## src/rtl/axi_lite_regs_term.sv

```systemverilog
// AXI4-Lite register bank terminator: flat bank of NumRegs words, exported
// to hardware, with byte-strobed writes, hardware loads and SLVERR on bad/RO access.
// Ports: clk_i, rst_ni (sync, active-low), slv_req_i/slv_resp_o (AXI-Lite),
// reg_q_o (register values), reg_wr_o (write pulses), reg_load_i/reg_d_i (hw load).

package axi_lite_regs_term_pkg;
  typedef struct packed {
    logic [31:0] addr;
    logic [2:0]  prot;
  } axil_ax_t;
  typedef struct packed {
    logic [31:0] data;
    logic [3:0]  strb;
  } axil_w_t;
  typedef struct packed {
    logic [1:0] resp;
  } axil_b_t;
  typedef struct packed {
    logic [31:0] data;
    logic [1:0]  resp;
  } axil_r_t;
  typedef struct packed {
    axil_ax_t aw;
    logic     aw_valid;
    axil_w_t  w;
    logic     w_valid;
    logic     b_ready;
    axil_ax_t ar;
    logic     ar_valid;
    logic     r_ready;
  } axil_req_t;
  typedef struct packed {
    logic    aw_ready;
    logic    w_ready;
    axil_b_t b;
    logic    b_valid;
    logic    ar_ready;
    axil_r_t r;
    logic    r_valid;
  } axil_rsp_t;
endpackage

module axi_lite_regs_term
  import axi_lite_regs_term_pkg::*;
#(
  parameter int unsigned NumRegs   = 8,
  parameter int unsigned AddrWidth = 32,
  parameter int unsigned DataWidth = 32,
  parameter logic [NumRegs-1:0] RoMask = '0,
  parameter logic [NumRegs-1:0][DataWidth-1:0] RegRstVal = '0,
  parameter type axi_lite_req_t = axil_req_t,
  parameter type axi_lite_rsp_t = axil_rsp_t
) (
  input  logic                              clk_i,
  input  logic                              rst_ni,
  input  axi_lite_req_t                     slv_req_i,
  output axi_lite_rsp_t                     slv_resp_o,
  output logic [NumRegs-1:0][DataWidth-1:0] reg_q_o,
  output logic [NumRegs-1:0]                reg_wr_o,
  input  logic [NumRegs-1:0]                reg_load_i,
  input  logic [NumRegs-1:0][DataWidth-1:0] reg_d_i
);

  localparam int unsigned StrbW = DataWidth / 8;
  localparam int unsigned OffW  = $clog2(StrbW);

  localparam logic [1:0] RespOkay   = 2'b00;
  localparam logic [1:0] RespSlverr = 2'b10;

  logic [NumRegs-1:0][DataWidth-1:0] reg_q;
  logic [NumRegs-1:0]                reg_wr;

  logic                 aw_held;
  logic [AddrWidth-1:0] aw_addr;
  logic                 w_held;
  logic [DataWidth-1:0] w_data;
  logic [StrbW-1:0]     w_strb;
  logic                 b_valid;
  logic [1:0]           b_resp;
  logic                 r_valid;
  logic [DataWidth-1:0] r_data;
  logic [1:0]           r_resp;

  logic aw_ready, w_ready, ar_ready;
  logic aw_hs, w_hs, ar_hs;
  logic commit;

  logic [NumRegs-1:0]   aw_hit, ar_hit, wr_en;
  logic                 wr_ok, rd_ok;
  logic [DataWidth-1:0] rd_data;

  logic unused_prot;
  assign unused_prot = ^{slv_req_i.aw.prot, slv_req_i.ar.prot};

  // One-hot word decode over the full address; out-of-range gives all-zero.
  function automatic logic [NumRegs-1:0] dec(
    input logic [AddrWidth-1:0] a
  );
    logic [AddrWidth-1:0] word;
    dec  = '0;
    word = a >> OffW;
    for (int i = 0; i < NumRegs; i++) begin
      if (word == AddrWidth'(i)) dec[i] = 1'b1;
    end
  endfunction

  assign aw_ready = rst_ni & ~aw_held & ~b_valid;
  assign w_ready  = rst_ni & ~w_held & ~b_valid;
  assign ar_ready = rst_ni & ~r_valid;

  assign aw_hs = aw_ready & slv_req_i.aw_valid;
  assign w_hs  = w_ready & slv_req_i.w_valid;
  assign ar_hs = ar_ready & slv_req_i.ar_valid;

  assign commit = aw_held & w_held & ~b_valid;

  assign aw_hit = dec(aw_addr);
  assign wr_ok  = |(aw_hit & ~RoMask);
  assign wr_en  = (commit && wr_ok) ? aw_hit : '0;

  assign ar_hit = dec(slv_req_i.ar.addr);
  assign rd_ok  = |ar_hit;

  always_comb begin
    rd_data = '0;
    for (int i = 0; i < NumRegs; i++) begin
      rd_data = rd_data | (reg_q[i] & {DataWidth{ar_hit[i]}});
    end
  end

  always_ff @(posedge clk_i) begin
    if (!rst_ni) begin
      reg_q   <= RegRstVal;
      reg_wr  <= '0;
      aw_held <= 1'b0;
      aw_addr <= '0;
      w_held  <= 1'b0;
      w_data  <= '0;
      w_strb  <= '0;
      b_valid <= 1'b0;
      b_resp  <= RespOkay;
      r_valid <= 1'b0;
      r_data  <= '0;
      r_resp  <= RespOkay;
    end else begin
      reg_wr <= wr_en;

      if (aw_hs) begin
        aw_held <= 1'b1;
        aw_addr <= slv_req_i.aw.addr;
      end
      if (w_hs) begin
        w_held <= 1'b1;
        w_data <= slv_req_i.w.data;
        w_strb <= slv_req_i.w.strb;
      end

      if (commit) begin
        aw_held <= 1'b0;
        w_held  <= 1'b0;
        b_valid <= 1'b1;
        b_resp  <= wr_ok ? RespOkay : RespSlverr;
      end else if (b_valid && slv_req_i.b_ready) begin
        b_valid <= 1'b0;
      end

      if (ar_hs) begin
        r_valid <= 1'b1;
        r_data  <= rd_data;
        r_resp  <= rd_ok ? RespOkay : RespSlverr;
      end else if (r_valid && slv_req_i.r_ready) begin
        r_valid <= 1'b0;
      end

      // Bus write beats a same-edge hardware load.
      for (int i = 0; i < NumRegs; i++) begin
        if (wr_en[i]) begin
          for (int k = 0; k < StrbW; k++) begin
            if (w_strb[k]) reg_q[i][8*k +: 8] <= w_data[8*k +: 8];
          end
        end else if (reg_load_i[i]) begin
          reg_q[i] <= reg_d_i[i];
        end
      end
    end
  end

  always_comb begin
    slv_resp_o          = '0;
    slv_resp_o.aw_ready = aw_ready;
    slv_resp_o.w_ready  = w_ready;
    slv_resp_o.b.resp   = b_resp;
    slv_resp_o.b_valid  = b_valid;
    slv_resp_o.ar_ready = ar_ready;
    slv_resp_o.r.data   = r_data;
    slv_resp_o.r.resp   = r_resp;
    slv_resp_o.r_valid  = r_valid;
  end

  assign reg_q_o  = reg_q;
  assign reg_wr_o = reg_wr;

endmodule

```

## config.mk

```make
export PLATFORM = sky130hd
export DESIGN_NAME = axi_lite_regs_term
export DESIGN_NICKNAME = d
export VERILOG_FILES = /design/src/rtl/axi_lite_regs_term.sv
export SDC_FILE = /design/constraint.sdc
export NUM_CORES = 1
export LEC_CHECK = 0
export BUFFER_PORTS_ARGS = -buffer_cell sky130_fd_sc_hd__buf_4
export CAP_MARGIN = 5
export CORE_AREA = 2 2 264 266
export CTS_CLUSTER_SIZE = 24
export DETAILED_ROUTE_END_ITERATION = 16
export DIE_AREA = 0 0 266 268
export HOLD_SLACK_MARGIN = 0.12
export MAX_ROUTING_LAYER = met4
export SETUP_SLACK_MARGIN = 0.02
export SYNTH_ARGS = -nofsm -noshare
export SYNTH_HDL_FRONTEND = slang
export SYNTH_SLANG_ARGS = --single-unit
```

## constraint.sdc

```tcl
create_clock -name clk_i -period 1.7 [get_ports clk_i]
set_input_delay 0.255 -clock clk_i [delete_from_list [all_inputs] [get_ports clk_i]]
set_output_delay 0.255 -clock clk_i [all_outputs]
set_load 0.02 [all_outputs]
```

Word-level counts from Yosys, hierarchy flattened:

Index checks and enable logic that the tools add are counted.

* register bits: 372
* bits of input ports: 377
* output and inout bits: 305

* eq/ne operators: 46
* muxes and demuxes: 43
* bitwise operators: 30
* reductions and logical operators: 50

Operators with widths (count)
* two-way mux 32 bit: 16
* AND 32 bit: 8
* equality test 30 x 3 -> 1 bit, second input constant: 8
* bitwise OR 32 bit: 7
* equality test 30 x 2 -> 1 bit, second input constant: 4
* logical NOT 32 bit: 2
* != test 2 bit, second input constant: 32
* AND reduction 2 bit: 32
* equality test 30 x 1 -> 1 bit, second input constant: 2
* two-way mux 8 bit: 5
* two-way mux 1 bit: 20
* nonzero test 2 bit: 10
* OR reduction 8 bit: 2
* AND 1 bit: 10
* inverter 1 bit: 5
* two-way mux 2 bit: 2
* logical AND 1 bit: 3
* OR reduction 2 bit: 1

Depth between registers and ports, before layout:

* word-level depth: 10
* depth in mapped cells: 9
* mapped depth without buffers: 5

Worst setup path before layout:

Ideal clock, no wire load.

* path type: register to register
* from: register aw_addr[31]
* to: register reg_q, in the netlist reg_q_o[178]
* library setup time: 0.116 ns
* arrival: 1.534 ns
* required time: 1.584 ns
* slack: 0.050 ns
* stages on the path, launching flop included: 7
* period minus slack after synthesis: 1.650 ns
* cells stage by stage: dfxtp_1 -> nor4_1 -> and4_1 -> buf_12 -> nand4_4 -> buf_6 -> o211a_1

* longest elaborated chain between the ends: 7
* elaborated cells on any way between the ends: 23
* classes of those cells: eq/ne (8); mux (10); reduce/logical (5)

RTL lines
* start: declaration: RTL line 74 `logic [AddrWidth-1:0] aw_addr;`
* start signal: assignment: RTL line 150 `aw_addr <= slv_req_i.aw.addr;`
* equality test 30 x 1 -> 1 bit, or another cell as far along: RTL line 103 `if (word == AddrWidth'(i)) dec[i] = 1'b1;`
* two-way mux 1 bit: RTL line 103
* OR reduction 8 bit: RTL line 118 `assign wr_ok = |(aw_hit & ~RoMask);`
* logical AND 1 bit: RTL line 119 `assign wr_en = (commit && wr_ok) ? aw_hit : '0;`
* two-way mux 8 bit (*): RTL line 119
* != test 2 bit (no line) / nonzero test 2 bit (equally long branches)
* AND reduction 2 bit (no line)
* end signal: assignment: RTL line 133 `reg_q <= RegRstVal;`
* end signal: indexed assignment: RTL line 179 `if (w_strb[k]) reg_q[i][8*k +: 8] <= w_data[8*k +: 8];`
* end signal: indexed assignment: RTL line 182 `reg_q[i] <= reg_d_i[i];`
* end: declaration: RTL line 70 `logic [NumRegs-1:0][DataWidth-1:0] reg_q;`

Every way passes the cells marked *; elsewhere a longest branch is shown, timed or not.
A chain may end at the register's enable or synchronous reset.

Worst setup path in the final report:

* from: register aw_addr[8]
* to: register reg_q, in the netlist reg_q_o[33]

Same word-level chain as after synthesis.

==> results.py <==
metrics = {
    "setup_path": {
        "cp_common_cell": "buf_12",
        "critical_path_required_ns": 2.21,
        "cp.arrival_ns": 2.34,
        "worstPathMaxFanout": 42,
        "cp_slowest_stage_delay_ns": 0.32,
        "slowest_stage": "dfxtp_2",
        "crit-reg2reg-launch": "aw_addr[8]",
        "ff2ff_path_depth": 7,
        "r2r_end": "reg_q_o[33]",
        "ff2ff_setup_slack_ns": -0.14,
        "worstPathBufferInverterCount": 2,
        "crit_path_end_kind": "register",
        "cp-start-kind": "register",
        "crit_type": "reg2reg",
        "path_delay_family": "simple AND/OR/NAND/NOR gates",
        "worstPathCellList": "nor4_2, and4_4, buf_12, nand4_4, buf_12, o211ai_1, o211a_1",
    },
    "synthesis": {
        "yosysWarningCount": 0,
        "synth.area.top_cells": "dfxtp_1 35%, o211a_1 12%, o211ai_2 11%, nand2_1 8.3%, o21ai_0 6.4%",
        "synthCells": 2406,
        "synth_edf_count": 0,
        "syn_area_per_cell_um2": 8.77,
        "netlist_area_um2": 21100,
        "ys_ff_latch": 368,
        "synthArstFlopShare": 0,
        "synthFlopType": "dfxtp_1",
        "synth_cell_type_count": 50,
        "synth.largest_area_cell": "dfxtp_1",
        "synth_top_area_frac": 0.349,
        "synth_seq_area_share": 0.349,
    },
    "sta": {
        "rsz0062_at_grt": "yes",
        "fmax_ghz": 0.545,
        "relSlewSlack": 0.559,
        "tns_ns": -16.53,
        "hold_viol": 0,
        "setup_ws_ns": -0.136,
        "slew_violations": 0,
        "min_period_ns": 1.84,
        "setup_viol": 252,
        "fin_skew_ns": 0.0162,
        "max_slew.worst_pin.slew_ns": 0.661,
        "period_share": 1.08,
    },
    "finish": {
        "final_common_cell": "buf_4",
        "final_util": 0.481,
        "nets": 3750,
        "layout_common_cells": "749 x buf_4, 466 x nand2_1, 360 x dfxtp_1",
        "stdcell_count": 4303,
        "area_delta_synth_final_pct": 55.4,
        "multiInputGateArea_um2": 11600,
        "seq_area_um2": 7380,
        "fillers": 6521,
        "layout-drive-gt1-share": 0.343,
    },
    "cts": {
        "root_buffer": "clkbuf_16",
        "cts_tree": "done",
        "numCtsBuffers": 48,
        "clkLatencyLatePin_ns": 0.58,
        "htree_num_levels": 2,
        "clock_path_buffers": 3,
        "clock-sinks": 368,
        "clk_pin_slew_ns": 0.06,
    },
    "placed_design": {
        "place.gp.congestion": 0.911,
        "place_inst": 3865,
        "portBuffers": 669,
        "hpwl_um": 74700,
    },
    "hold_path": {
        "whs_endpoint": "r_data[30]",
        "timing.hold.worst_path_depth": 4,
        "hold_start": "rst_ni",
        "hp-class": "in2reg",
    },
    "floorplan": {
        "initial_core_util": 0.309,
        "core_area_um2": 68200,
        "ios": 682,
        "die_h_um": 268,
        "fp.dieW_um": 266,
        "rows": 96,
        "fp.dieArea_um2": 71300,
    },
    "power": {
        "ir_drop_v": 0.000637,
        "powerDensity_nw_per_um2": 771,
        "p_leak_nw": 16.1,
    },
    "route": {
        "vias_per_cell": 5.37,
        "vias": 23100,
        "post_drt_wl_per_cell_um": 23.9,
        "drtIter0Drc": 1936,
        "route.antenna.remaining_nets": 0,
        "wl_um": 103000,
        "route.detailed.drc": 0,
        "first_pass_iters": 7,
    },
    "global_route": {
        "grt_usage": 0.280,
        "grt_overflow": 0,
        "grt_pass1_wl_um": 146000,
        "antenna_found_initial": 11,
        "grt_max_degree": 118,
        "first_global_vias": 22500,
    },
    "status": {
        "status": "finished, violations left",
        "violations": "setup timing",
    },
    "flow_run": {
        "maxCapViolations": 0,
    },
}
-- worst min-delay path: stages --
cell     delay (ns)
buf_8          0.14
nor2b_4        0.17
nand2_1        0.07
a32oi_1        0.04
-- sequential cells by signal (all words and copies together) (netlist names) --
signal	count
r_data	32
r_resp	1
b_resp	1
reg_q_o	256
reg_wr_o	8
w_held	1
w_data	32
w_strb	4
aw_held	1
aw_addr	30
r_valid	1
b_valid	1
-- stage by stage --
stage	hold slack [ns]	power (mW)	instance area, um2	setup WS [ns]
after floorplan	0.390	12.1	21100	0.0495
after global placement	0.436	14.5	27600	-0.183
after detailed placement	0.443	14.5	27600	-0.195
after CTS	0.123	25.4	32600	-0.121
after global routing	0.143	26.2	32800	-0.183
final	0.156	25.3	32800	-0.136
-- cell type report --
| class | instances | area share |
|---|---|---|
| inverters | 256 | 0.0293 |
| flip-flops and latches | 368 | 0.225 |
| clock buffers | 74 | 0.0439 |
| well taps | 882 | 0.0336 |
| clock inverters | 12 | 0.00366 |
| multi-input cells | 1557 | 0.354 |
| repair buffers | 1142 | 0.310 |
| diodes | 12 | 0.000916 |
-- where the power goes --
group	switching, mW	internal (mW)	leakage, nW	total [mW]
Clock	4.10	6.10	0.770	10.2
Sequential	0.438	9.06	3.02	9.49
Combinational	2.80	2.79	12.3	5.59
Total	7.34	17.9	16.1	25.3
-- per-layer routing --
| metal | wire length (um) | GRT usage |
|---|---|---|
| met4 | 4290 | 0.109 |
| met3 | 8900 | 0.0609 |
| met2 | 47600 | 0.448 |
| met5 | 0 | - |
| met1 | 42200 | 0.344 |
-- Yosys cell counts, types with 9 or more instances --
library cell / number
a21boi_0: 43
a21boi_1: 24
a21oi_1: 14
buf_1: 20
buf_2: 48
buf_4: 10
buf_6: 40
clkbuf_1: 107
dfxtp_1: 368
inv_1: 256
mux2_2: 9
mux2i_1: 40
mux4_2: 44
nand2_1: 467
nor2_1: 29
nor4_1: 10
o211a_1: 252
o211ai_1: 57
o211ai_2: 194
o21ai_0: 269
o21ai_1: 29
-- worst max-delay path by stage --
stage                  startpoint      endpoint  slack (ns)  depth (start not counted)
floorplan             aw_addr[31]  reg_q_o[178]        0.05                          6
global placement      aw_addr[18]  reg_q_o[131]       -0.18                          6
detailed placement  slv_req_i[22]    r_data[19]       -0.20                          6
CTS                    aw_addr[8]   reg_q_o[33]       -0.12                          6
global route          aw_addr[24]  reg_q_o[134]       -0.18                          6
finish                 aw_addr[8]   reg_q_o[33]       -0.14                          7
-- timing repair --
item | CTS | global route
hold buffers | 331 | 0
endpoints found under the hold margin | 324 | 0
pin swaps | 59 | 52
resized for setup | 22 | 13
setup endpoints to repair | 258 | 281
buffers inserted | 2 | 1
gates cloned | 0 | 7
-- cells by family after synthesis --
kind of cell,share of synthesized area
AND/OR/NAND/NOR,0.112
other,0.000178
AO/OA/AOI/OAI,0.362
buffers and inverters,0.105
multiplexers,0.0707
flip-flops,0.349
Power figures use the tool's default switching activity.
